### src/rtl/cla_serial_sub.sv
// Serial WIDTH-bit subtractor: diff = a - b - borrow_in, one 4-bit CLA slice per cycle.
// Latency: accept edge 0, out_valid rises after edge NSLICE+1 (5 edges at WIDTH=16).
// Backpressure: in_ready only in IDLE; DONE holds result/flags until out_ready.
//
// Ports:
//   clk, rst              clock, synchronous active-high reset
//   in_valid/in_ready     operand handshake (a, b, borrow_in)
//   out_valid/out_ready   result handshake (diff, borrow_out, ovf, zero)
module cla_serial_sub #(
  parameter int WIDTH = 16
) (
  input  logic             clk,
  input  logic             rst,
  input  logic             in_valid,
  output logic             in_ready,
  input  logic [WIDTH-1:0] a,
  input  logic [WIDTH-1:0] b,
  input  logic             borrow_in,
  output logic             out_valid,
  input  logic             out_ready,
  output logic [WIDTH-1:0] diff,
  output logic             borrow_out,
  output logic             ovf,
  output logic             zero
);

  localparam int NSLICE = WIDTH / 4;
  localparam int IW     = $clog2(NSLICE + 1);

  typedef enum logic [1:0] {IDLE, RUN, DONE} state_t;

  state_t           state_q, state_d;
  logic [WIDTH-1:0] a_sh, b_sh, diff_q;
  logic [IW-1:0]    idx_q;
  logic             carry_q, c3_q, borrow_q, ovf_q, zero_q;

  logic [3:0] p, g, s;
  logic       c1, c2, c3, c4;
  logic       slicing, last_slice;

  // Operands are shifted right one slice per RUN edge, so the active slice
  // is always in the low nibble.
  always_comb begin
    p  = a_sh[3:0] ^ ~b_sh[3:0];
    g  = a_sh[3:0] & ~b_sh[3:0];
    c1 = g[0] | (p[0] & carry_q);
    c2 = g[1] | (p[1] & g[0]) | (p[1] & p[0] & carry_q);
    c3 = g[2] | (p[2] & g[1]) | (p[2] & p[1] & g[0]) | (p[2] & p[1] & p[0] & carry_q);
    c4 = g[3] | (p[3] & g[2]) | (p[3] & p[2] & g[1]) | (p[3] & p[2] & p[1] & g[0])
       | (p[3] & p[2] & p[1] & p[0] & carry_q);
    s  = p ^ {c3, c2, c1, carry_q};
  end

  // idx == NSLICE is the finalize edge: all slices done, flags latched on entry to DONE.
  assign slicing    = (idx_q != IW'(NSLICE));
  assign last_slice = (idx_q == IW'(NSLICE - 1));

  always_ff @(posedge clk) begin
    if (rst) state_q <= IDLE;
    else     state_q <= state_d;
  end

  always_comb begin
    state_d = state_q;
    case (state_q)
      IDLE:    if (in_valid)  state_d = RUN;
      RUN:     if (!slicing)  state_d = DONE;
      DONE:    if (out_ready) state_d = IDLE;
      default: state_d = IDLE;
    endcase
  end

  always_ff @(posedge clk) begin
    if (rst) begin
      a_sh     <= '0;
      b_sh     <= '0;
      diff_q   <= '0;
      idx_q    <= '0;
      carry_q  <= 1'b0;
      c3_q     <= 1'b0;
      borrow_q <= 1'b0;
      ovf_q    <= 1'b0;
      zero_q   <= 1'b0;
    end else begin
      case (state_q)
        IDLE: if (in_valid) begin
          a_sh    <= a;
          b_sh    <= b;
          carry_q <= ~borrow_in;  // subtract as a + ~b + ~borrow_in
          idx_q   <= '0;
          diff_q  <= '0;
        end
        RUN: if (slicing) begin
          a_sh    <= a_sh >> 4;
          b_sh    <= b_sh >> 4;
          // diff was cleared at accept, so OR-ing places the nibble at 4*idx.
          diff_q  <= diff_q | (WIDTH'(s) << {idx_q, 2'b00});
          carry_q <= c4;
          if (last_slice) c3_q <= c3;
          idx_q   <= idx_q + 1'b1;
        end else begin
          borrow_q <= ~carry_q;
          ovf_q    <= c3_q ^ carry_q;
          zero_q   <= (diff_q == '0);
        end
        default: ;
      endcase
    end
  end

  assign in_ready   = (state_q == IDLE);
  assign out_valid  = (state_q == DONE);
  assign diff       = diff_q;
  assign borrow_out = borrow_q;
  assign ovf        = ovf_q;
  assign zero       = zero_q;

endmodule

### config.mk
export PLATFORM = sky130hd
export DESIGN_NAME = cla_serial_sub
export DESIGN_NICKNAME = d
export VERILOG_FILES = /design/src/rtl/cla_serial_sub.sv
export SDC_FILE = /design/constraint.sdc
export NUM_CORES = 1
export LEC_CHECK = 0
export CAP_MARGIN = 20
export CORE_MARGIN = 2
export CORE_UTILIZATION = 54
export DETAILED_ROUTE_END_ITERATION = 6
export PLACE_DENSITY_LB_ADDON = 0.15
export SYNTH_ARGS = -nofsm -noshare
export SYNTH_HDL_FRONTEND = slang
export SYNTH_SLANG_ARGS = --single-unit
### constraint.sdc
create_clock -name clk -period 3.5 [get_ports clk]
set_input_delay 0.35 -clock clk [delete_from_list [all_inputs] [get_ports clk]]
set_output_delay 0.35 -clock clk [all_outputs]
set_load 0.02 [all_outputs]
# Yosys cells after proc, flatten, opt, wreduce, memory -nomap -nowiden
# Cells that the tools add are included.
# totals
register_bits	58
# op_classes
n_bitwise	35
addsub	1
eq_ne	8
reduce_logical	7
n_mux	19
shifts	1
# op_table
op	n
16-bit 2-to-1 mux	6
16-bit one-hot mux with 2 select lines	3
1-bit AND	16
16-bit zero test	1
16-bit OR	1
4-bit by 5-bit << shifter with 16-bit output	1
1-bit OR	10
3-bit AND reduction	3
4-bit bitwise XOR	2
2-bit 2-to-1 mux	3
3-bit 2-to-1 mux	2
2-bit inequality test, second input constant	3
2-bit one-hot mux with 3 select lines	1
3-bit one-hot mux with 2 select lines	1
4-bit AND	1
4-bit NOT	1
3-bit by 1-bit adder with 3-bit output, second input constant	1
3-bit by 2-bit equality test with 1-bit output, second input constant	1
3-bit inequality test, second input constant	1
1-bit NOT	3
2-bit by 1-bit equality test with 1-bit output, second input constant	1
2-bit equality test, second input constant	1
2-bit zero test	1
1-bit 2-to-1 mux	2
5 further kinds	5

# Depth between registers and ports, before layout
# Gate-level depths: netlist of the first run.
# depth
depth_word	11
mapped_depth	6
depth_no_buf	6

# Least setup slack after synthesis of the first run
# OpenSTA, ideal clock, no wires.
# synth_timing
kind	register -> register
from	reg b_sh[0]
to	reg diff_q[3], in the netlist diff[3]
n_path_buf	0
stages_incl_launch_ff	7
arrival_ps	1445
synth_period_minus_slack_ps	1580
setup_slack_ps	1920
cell_sequence	dfxtp_1 inv_1 ha_1 a211oi_1 nor3_1 o31ai_1 o21ai_0
# synth_via
elab_chain_cells	10
elab_cells_between_ends	13
cone_classes	1 x shift; 2 x mux; 10 x bitwise
# synth_rtl
element	line	source
from (decl)	33	logic [WIDTH-1:0] a_sh, b_sh, diff_q;
from (signal assigned)	95	b_sh <= b_sh >> 4;
4-bit NOT *	44, 45	
4-bit AND or 4-bit bitwise XOR (tied branches)	45, 44	
1-bit AND	48	c3 = g[2] | (p[2] & g[1]) | (p[2] & p[1] & g[0]) | (p[2] & p[1] & p[0] & carry_q);
1-bit OR or 1-bit AND (tied branches)	48	
1-bit OR *	48	
4-bit bitwise XOR *	51	s = p ^ {c3, c2, c1, carry_q};
4-bit by 5-bit << shifter with 16-bit output *	97	diff_q <= diff_q | (WIDTH'(s) << {idx_q, 2'b00});
16-bit OR *	97	
16-bit 2-to-1 mux *	93	RUN: if (slicing) begin
16-bit one-hot mux with 2 select lines *	85	case (state_q)
to (signal assigned)	97	
to (decl)	33	
# Every way passes the cells marked *; elsewhere a longest branch is shown, timed or not. The select of a mux whose other input is x is not followed.
# A chain may end at the register's enable or synchronous reset.

# Worst setup path after layout of the first run
# layout_timing
from	reg state_q[0]
to	reg c3_q
# layout_via
elab_chain_cells	2
# layout_rtl
element	line	source
from (decl)	32	state_t state_q, state_d;
from (signal assigned)	60	else state_q <= state_d;
2-bit by 1-bit equality test with 1-bit output	85	
3-bit AND reduction (no source line)	-	
to (signal assigned)	80	c3_q <= 1'b0;
to (signal assigned)	99	if (last_slice) c3_q <= c3;
to (decl)	35	logic carry_q, c3_q, borrow_q, ovf_q, zero_q;
# Every way passes these cells.

==> impl_metrics.yaml, run 1 <==
floorplanning:
  die_area_mm2: 0.00544
  dieWidth_um: 73.8
  dieHeight_um: 73.8
  ioPinCount: 58
  initial_utilization_pct: 55.7
  rows: 25
  coreArea_mm2: 0.00472
pwr:
  ir_worst_vdd_mv: 0.303
  p_leak_nw: 1.35
  finalPower_mw: 1.64
  p_per_area_mw_per_mm2: 485
synthesis:
  yosysMostFrequentCell: "dfxtp_1"
  synth_area_mm2: 0.00263
  synth_fp_nets: 321
  async_flop_share_pct: 0
  syn_area_per_cell_um2: 9.56
  synth_common_cells: "58 x dfxtp_1, 52 x nor2_1, 25 x mux2i_1, 23 x a211oi_1, 13 x a21oi_1"
  netlist_top_cells_area: "dfxtp_1 44%, mux2i_1 9.5%, nor2_1 7.4%, a211oi_1 6.6%, ha_1 3.8%"
  seq_area_frac_synth_pct: 44.1
  synth_cell_types: 39
  synth_seq_cells: 58
  synth_top_flop_cell: "dfxtp_1"
  syn_inst: 275
  synth.top_cell.area_share_pct: 44.1
  synth_edf_count: 0
  ys.warnings.count: 0
  synth_top_cell_by_area: "dfxtp_1"
layout:
  n_antenna_cell: 0
  fillers: 384
  final_area_mm2: 0.00339
  fin_nets: 374
  area_growth_pct: 28.9
  final_cells: 400
  layout-drive-gt1-share_pct: 9.01
clocking:
  cts_hold_buf: 0
  cts.htree.levels: 3
  clk_path_buf_depth: 2
  cts_made_buffers: 9
  cts_tree: "done"
  clock-root-buffer: "clkbuf_8"
  clk_pin_slew_ns: 0.06
  cts_resized: 0
  cts_sinks: 58
  post-cts-setup-buffers: 0
  clkLatencyLatePin_ns: 0.34
route:
  drc_errors: 0
  wl_mm: 5.51
  vias_per_cell: 5.35
  ant_nets: 0
  wire_per_inst_um: 13.8
  firstDrtPassIters: 4
  num_vias: 2139
  drt_iter0_drc: 129
global_route:
  grt_overflow: 0
  antenna_found_initial: 0
  grt_pass1_wl_mm: 8.97
  grt_pass1_vias: 1948
  grt_usage_pct: 22.1
  grt_max_degree: 49
run:
  maxCapViolCount: 0
setup_path:
  arrival_ns: 2.34
  cp_slowest_cell: "nand2b_2"
  cp_data_required_time_ns: 3.75
  cp_cell_sequence: "nand2b_2 -> a21oi_2 -> a21oi_1 -> a311oi_1"
  end_kind: "register"
  worst-path-buf-inv: 0
  worstRegToRegCells: 4
  crit_cells: 4
  worst_setup_path_start_kind: "register"
  critical_path.max_fanout: 29
  max_stage_delay_ns: 0.60
  worst-setup-path-type: "reg2reg"
  path_delay_family: "compound AO/OA/AOI/OAI gates"
timing:
  max_freq_mhz: 478
  finalSetupTns_ns: 0
  skew_ns: 0.00426
  slew_violations: 0
  slew_headroom_pct: 38.8
  hold_viol: 0
  fin_crit_ns: 2.09
  tightest_slew_ns: 0.918
  period_share_pct: 59.7
  rsz0062_at_grt: "no"
  setup_viol: 0
min_path:
  holdPathStages: 2
  hold_path_class: "reg2reg"
status:
  status: "finished clean"
placed_design:
  io_buffers: 57
  place_area_mm2: 0.00319
  dp.cells: 384
  dp_hpwl_mm: 3.94
  place.gp.congestion: 0.840
==> layout by cell type (no fill, tap or decap), drive strengths merged, types with 5 or more instances in the layout <==
cell / instances
a211oi: 28
a21oi: 15
a22o: 5
a22oi: 10
clkbuf: 14
clkdlybuf4s50: 57
dfxtp: 58
ha: 8
inv: 12
mux2i: 25
nand2: 11
nor2: 53
nor4: 8
o21ai: 6
==> worst paths after layout <==
kind | start | slack, ns | to
setup / recovery | state_q[0] | 1.41 | c3_q
hold / removal | diff[7] | 0.46 | diff[7]
setup reg to reg | state_q[0] | 1.41 | c3_q
hold reg to reg | diff[7] | 0.46 | diff[7]
==> registers in the layout, summed over array words and instances, names as in the netlist <==
name / count
a_sh: 16
carry_q: 1
idx_q: 3
borrow_out: 1
zero: 1
diff: 16
ovf: 1
c3_q: 1
b_sh: 16
state_q: 2
==> final cells by class <==
class                           count  area [um2]  area share [%]
Clock buffer                       14         163            4.80
Clock inverter                      2        35.0            1.03
Inverter                           12        45.0            1.33
Multi-Input combinational cell    188        1320            38.9
Sequential cell                    58        1160            34.2
Tap cell                           67        83.8            2.47
Timing Repair Buffer               59         586            17.3
==> worst reg2reg max path, cell delays in order, from the launching register on <==
cell      delay, ns
dfxtp_1        0.58
nand2b_2       0.60
a21oi_2        0.48
a21oi_1        0.12
a311oi_1       0.23
==> where the power goes <==
part | internal [mW] | leakage [nW] | switching, mW
logic | 0.140 | 0.774 | 0.151
registers | 0.703 | 0.476 | 0.0333
clock network | 0.367 | 0.101 | 0.248
total | 1.21 | 1.35 | 0.432
==> stage by stage <==
step	hold slack (ns)	setup slack (ns)	util [%]
floorplan	0.465	1.92	-
global placement	0.449	1.44	67.6
detailed placement	0.451	1.41	67.6
CTS	0.459	1.39	71.8
global route	0.483	1.22	71.8
finish	0.455	1.41	71.8
==> logic make-up (layout without fill, tap and decap cells) <==
kind of cell | Yosys count | count (layout) | share of synthesized area (%)
fa+ha+maj | 9 | 9 | 4.57
simple gates | 81 | 81 | 14.4
buf+inv | 29 | 87 | 6.18
mux | 25 | 25 | 9.51
xor+xnor | 2 | 2 | 0.666
compound gates | 71 | 71 | 20.5
flops | 58 | 58 | 44.1
==> per-layer routing <==
| layer | vias to the layer above | GRT usage (%) | share of wire [%] |
|---|---|---|---|
| met5 | - | 0 | 0 |
| met4 | 0 | 10.9 | 2.3 |
| li1 | 1090 | - | - |
| met2 | 54 | 33.5 | 47 |
| met1 | 983 | 28.7 | 46 |
| met3 | 12 | 6.31 | 4.6 |
No activity file was read; power rests on OpenSTA's default activity.
==> run 2: changes to the inputs <==
--- a/config.mk
+++ b/config.mk
@@ -7,7 +7,7 @@
 export LEC_CHECK = 0
 export CAP_MARGIN = 20
 export CORE_MARGIN = 2
-export CORE_UTILIZATION = 54
+export CORE_UTILIZATION = 50
 export DETAILED_ROUTE_END_ITERATION = 6
 export PLACE_DENSITY_LB_ADDON = 0.15
 export SYNTH_ARGS = -nofsm -noshare
==> constraint.sdc (replaced) <==
create_clock -name clk -period 2.1 [get_ports clk]
set_input_delay 0.21 -clock clk [delete_from_list [all_inputs] [get_ports clk]]
set_output_delay 0.21 -clock clk [all_outputs]
set_load 0.02 [all_outputs]
==> run 2 against run 1 <==
  * Final cell count rose by 2.0%
  * Clock skew is 0.00097 ns higher
  * Count of clock-buffer cells in the layout is 1 lower
  * Critical path depth fell by 2
  * Register-to-register slack worse by 1.1 ns
  * Non-clock buffer count is 6 higher
  * First-iteration DRC count fell by 28%
  * Total power grew 70%
  * Via count up 1.4%
==> impl_metrics.yaml, run 2 (same netlist as run 1, synthesis figures left out) <==
layout:
  final_cell_mix: "58 x dfxtp_1, 57 x clkdlybuf4s50_1, 52 x nor2_1"
  fin_nets: 380
  final_common_cell: "dfxtp_1"
  n_antenna_cell: 0
  area_growth_pct: 31.7
  layout-drive-gt1-share_pct: 11.2
setup_path:
  critical_path.max_fanout: 7
  worstRegToRegCells: 6
  worst-setup-path-type: "reg2out"
  arrival_ns: 1.62
  end_kind: "output port"
  cp_data_required_time_ns: 1.89
  worst_setup_path_start_kind: "register"
pwr:
  power_frac_clock_pct: 38.1
  intPower_mw: 2.06
  swShare_pct: 26.3
  finalPower_mw: 2.79
  p_per_area_mw_per_mm2: 806
  seqPwrFrac_pct: 43.9
  pwr-share-comb_pct: 18.0
  p_switching_mw: 0.735
  ir_worst_vdd_mv: 0.421
  p_leak_nw: 1.39
clocking:
  clk_path_buf_depth: 2
  cts.htree.levels: 3
  cts_tree: "done"
  cts_made_buffers: 9
  clk_pin_slew_ns: 0.06
  clock-root-buffer: "clkbuf_8"
  post-cts-setup-buffers: 0
  cts_sinks: 58
  clkLatencyLatePin_ns: 0.33
route:
  firstDrtPassIters: 4
  num_vias: 2168
  vias_per_cell: 5.31
  wl_mm: 5.74
  wire_per_inst_um: 14.1
  drc_errors: 0
  drt_iter0_drc: 93
  ant_nets: 0
timing:
  fin_crit_ns: 1.83
  slew_violations: 0
  finalSetupTns_ns: 0
  slew_headroom_pct: 47.9
  period_share_pct: 86.9
  tightest_slew_ns: 0.779
  rsz0062_at_grt: "no"
  hold_viol: 0
  max_freq_mhz: 548
  setup_viol: 0
  skew_ns: 0.00524
placed_design:
  place.gp.congestion: 0.809
  io_buffers: 57
  dp_hpwl_mm: 4.26
floorplanning:
  initial_utilization_pct: 51.5
  die_area_mm2: 0.00586
  ioPinCount: 58
  dieHeight_um: 76.5
  rows: 26
  coreArea_mm2: 0.00511
  dieWidth_um: 76.5
run:
  maxCapViolCount: 0
min_path:
  hold_path_class: "reg2reg"
  holdPathStages: 2
global_route:
  antenna_found_initial: 0
  grt_max_degree: 49
  grt_overflow: 0
  grt_pass1_wl_mm: 9.85
  grt_pass1_vias: 2087
  grt_usage_pct: 21.4
status:
  status: "finished clean"
run 2: area by class of cell:
class	instances	area, um2
sequential	58	1160
multi-input combinational	188	1320
clock inverter	2	35.0
timing repair buffer	65	643
inverter	12	45.0
clock buffer	13	169
tap	70	87.6
fill	449	1640
run 2: repair_timing:
| action | 4_1_cts | 5_1_grt |
|---|---|---|
| gates resized for setup | 0 | 1 |
| hold buffers | 0 | 0 |
| setup endpoints to repair | 0 | 2 |
run 2: final timing paths:
| path | start | slack (ns) | to |
|---|---|---|---|
| max reg2reg | b_sh[0] | 0.33 | diff[3] |
| min | diff[7] | 0.48 | diff[7] |
| max | state_q[0] | 0.27 | out_valid |
| min reg2reg | diff[7] | 0.48 | diff[7] |
run 2: through the flow:
stage                     setup slack (ns)  cells  hold slack [ns]  utilization (%)  cell area [um2]
after global placement               0.220    393            0.458             63.7             3250
final                                0.274    408            0.480             67.8             3460
after global routing                 0.142    408            0.517             67.8             3460
after floorplan                      0.520    275            0.371                -             2630
after detailed placement             0.199    393            0.472             63.7             3250
after CTS                            0.155    408            0.480             67.7             3460
run 2: per-layer routing:
layer | share of wire, % | vias up | global-route usage, %
li1 | - | 1105 | -
met1 | 44 | 992 | 26.5
met2 | 49 | 63 | 35.2
met3 | 5.2 | 8 | 5.21
met4 | 1.7 | 0 | 10.0
met5 | 0 | - | 0
run 2: power groups by stage:
stage	Clock (mW)	Sequential, mW	Combinational, mW
after detailed placement	0	1.25	0.499
after CTS	1.07	1.23	0.502
final	1.06	1.23	0.503
after floorplan	0	1.25	0.318
after global placement	0	1.25	0.489
after global routing	1.13	1.23	0.557
run 2: worst max-delay path: stages, from the launching register on:
cell and delay (ns):
dfxtp_1 0.61, nor2b_1 0.12, clkdlybuf4s50_1 0.56
==> run 3: changes to the inputs <==
==> constraint.sdc (replaced) <==
create_clock -name clk -period 1.7 [get_ports clk]
set_input_delay 0.17 -clock clk [delete_from_list [all_inputs] [get_ports clk]]
set_output_delay 0.17 -clock clk [all_outputs]
set_load 0.02 [all_outputs]
==> run 3 against run 2 <==
  * Routed wire length grew 1.2%
  * Largest cell class unchanged
  * Combinational power up 37%
  * Worst hold slack lost 0.017 ns
  * Die area did not move
  * Critical path depth is 2 higher
  * Critical path type is now reg2reg
  * Global-route usage decreased by 0.64 points
==> impl_metrics.yaml, run 3 (same netlist as run 1, synthesis figures left out) <==
status:
  status: "finished clean"
setup_path:
  worstRegToRegCells: 4
  r2r_end: "c3_q"
  worst-setup-path-type: "reg2reg"
  critical_path.max_fanout: 14
  worst_setup_path_start_kind: "register"
  cp_cell_sequence: "nand2b_4 -> a21oi_2 -> a21oi_1 -> a311oi_1"
  max_stage_delay_ns: 0.56
  reg2reg_from: "state_q[0]"
  reg2reg_slack_ns: 0.11
  end_kind: "register"
  arrival_ns: 1.82
  cp_slowest_cell: "dfxtp_1"
  path_delay_family: "compound AO/OA/AOI/OAI gates"
  worst-path-buf-inv: 0
  cp_data_required_time_ns: 1.92
route:
  wire_per_inst_um: 13.9
  num_vias: 2215
  drt_iter0_drc: 76
  drc_errors: 0
  wl_mm: 5.81
  firstDrtPassIters: 4
  vias_per_cell: 5.31
  ant_nets: 0
clocking:
  clk_path_buf_depth: 2
  cts_tree: "done"
  cts_sinks: 58
  clkLatencyLatePin_ns: 0.33
  cts_made_buffers: 9
  clock-root-buffer: "clkbuf_8"
  post-cts-setup-buffers: 0
  cts.htree.levels: 3
  cts_hold_buf: 0
  clk_pin_slew_ns: 0.06
floorplanning:
  ioPinCount: 58
  die_area_mm2: 0.00586
  dieWidth_um: 76.5
  initial_utilization_pct: 51.5
  dieHeight_um: 76.5
  rows: 26
  coreArea_mm2: 0.00511
timing:
  setup_viol: 0
  fin_crit_ns: 1.59
  rsz0062_at_grt: "no"
  whs_ns: 0.462
  hold_viol: 0
  finalSetupTns_ns: 0
  slew_violations: 0
  skew_ns: 0.00549
  period_share_pct: 93.7
  slew_headroom_pct: 66.7
  max_freq_mhz: 627
  tightest_slew_ns: 0.499
global_route:
  grt_pass1_wl_mm: 9.65
  grt_pass1_vias: 2093
  grt_usage_pct: 20.8
  grt_max_degree: 49
  grt_overflow: 0
  antenna_found_initial: 0
min_path:
  hold_path.startpoint: "out_ready"
  whs_endpoint: "state_q[1]"
  hold_path_class: "in2reg"
  holdPathStages: 4
layout:
  n_antenna_cell: 0
  final_cell_mix: "57 x dfxtp_1, 55 x clkdlybuf4s50_1, 51 x nor2_1"
  fin_nets: 389
  multi_input_comb_area_mm2: 0.00136
  area_growth_pct: 34.8
  seq_area_mm2: 0.00116
  fillers: 427
  final_common_cell: "dfxtp_1"
  layout-drive-gt1-share_pct: 14.7
placed_design:
  dp_hpwl_mm: 4.25
  io_buffers: 57
  place.gp.congestion: 0.832
pwr:
  ir_worst_vdd_mv: 0.753
  p_leak_nw: 1.44
  p_per_area_mw_per_mm2: 926
run:
  maxCapViolCount: 0
[run 3: per-layer routing]
metal | part of all wire [%] | global-route usage, % | vias up
li1 | - | - | 1125
met1 | 44 | 24.1 | 1028
met2 | 50 | 36.2 | 54
met3 | 3.9 | 5.33 | 8
met4 | 1.7 | 8.91 | 0
met5 | 0 | 0 | -
[run 3: worst max-delay path by stage]
stage               cells past startpoint  endpoint       start
detailed placement                      5   diff[3]    in_valid
global route                            5   b_sh[1]  state_q[0]
finish                                  4      c3_q  state_q[0]
floorplan                               6   diff[3]     b_sh[0]
global placement                        5  diff[15]    in_valid
CTS                                     2  in_ready  state_q[0]
[run 3: final cells by class]
type                            instances  share of cell area [%]
Multi-Input combinational cell        188                    38.2
Timing Repair Buffer                   74                    20.4
Inverter                               12                    1.27
Tap cell                               70                    2.47
Clock inverter                          3                   0.423
Sequential cell                        58                    32.8
Clock buffer                           12                    4.38
[run 3: repair_timing]
item,CTS,global route
hold endpoints to repair,0,0
resized for setup,2,7
pin swaps,0,2
endpoints found under the setup margin,2,9
[run 3: through the flow]
step / instances / instance area (um2) / utilization, % / worst slack, ns / total power [mW]
after floorplan: 275 / 2630 / - / 0.120 / 1.94
after global placement: 402 / 3330 / 65.3 / 0.0137 / 2.19
after detailed placement: 402 / 3330 / 65.3 / -0.0718 / 2.20
after CTS: 417 / 3510 / 68.7 / 0.0233 / 3.29
after global routing: 417 / 3550 / 69.4 / 0.0127 / 3.45
final: 417 / 3550 / 69.4 / 0.106 / 3.28
[run 3: tightest hold or removal path, cell delays in order]
cell,delay (ns)
clkdlybuf4s50_1,0.40
inv_1,0.05
a21oi_1,0.05
nor2_1,0.08
[run 3: where the power goes]
part	switching, mW	total, mW	internal, mW
registers	0.0622	1.51	1.45
clock network	0.495	1.09	0.592
logic	0.337	0.687	0.350
total	0.894	3.28	2.39
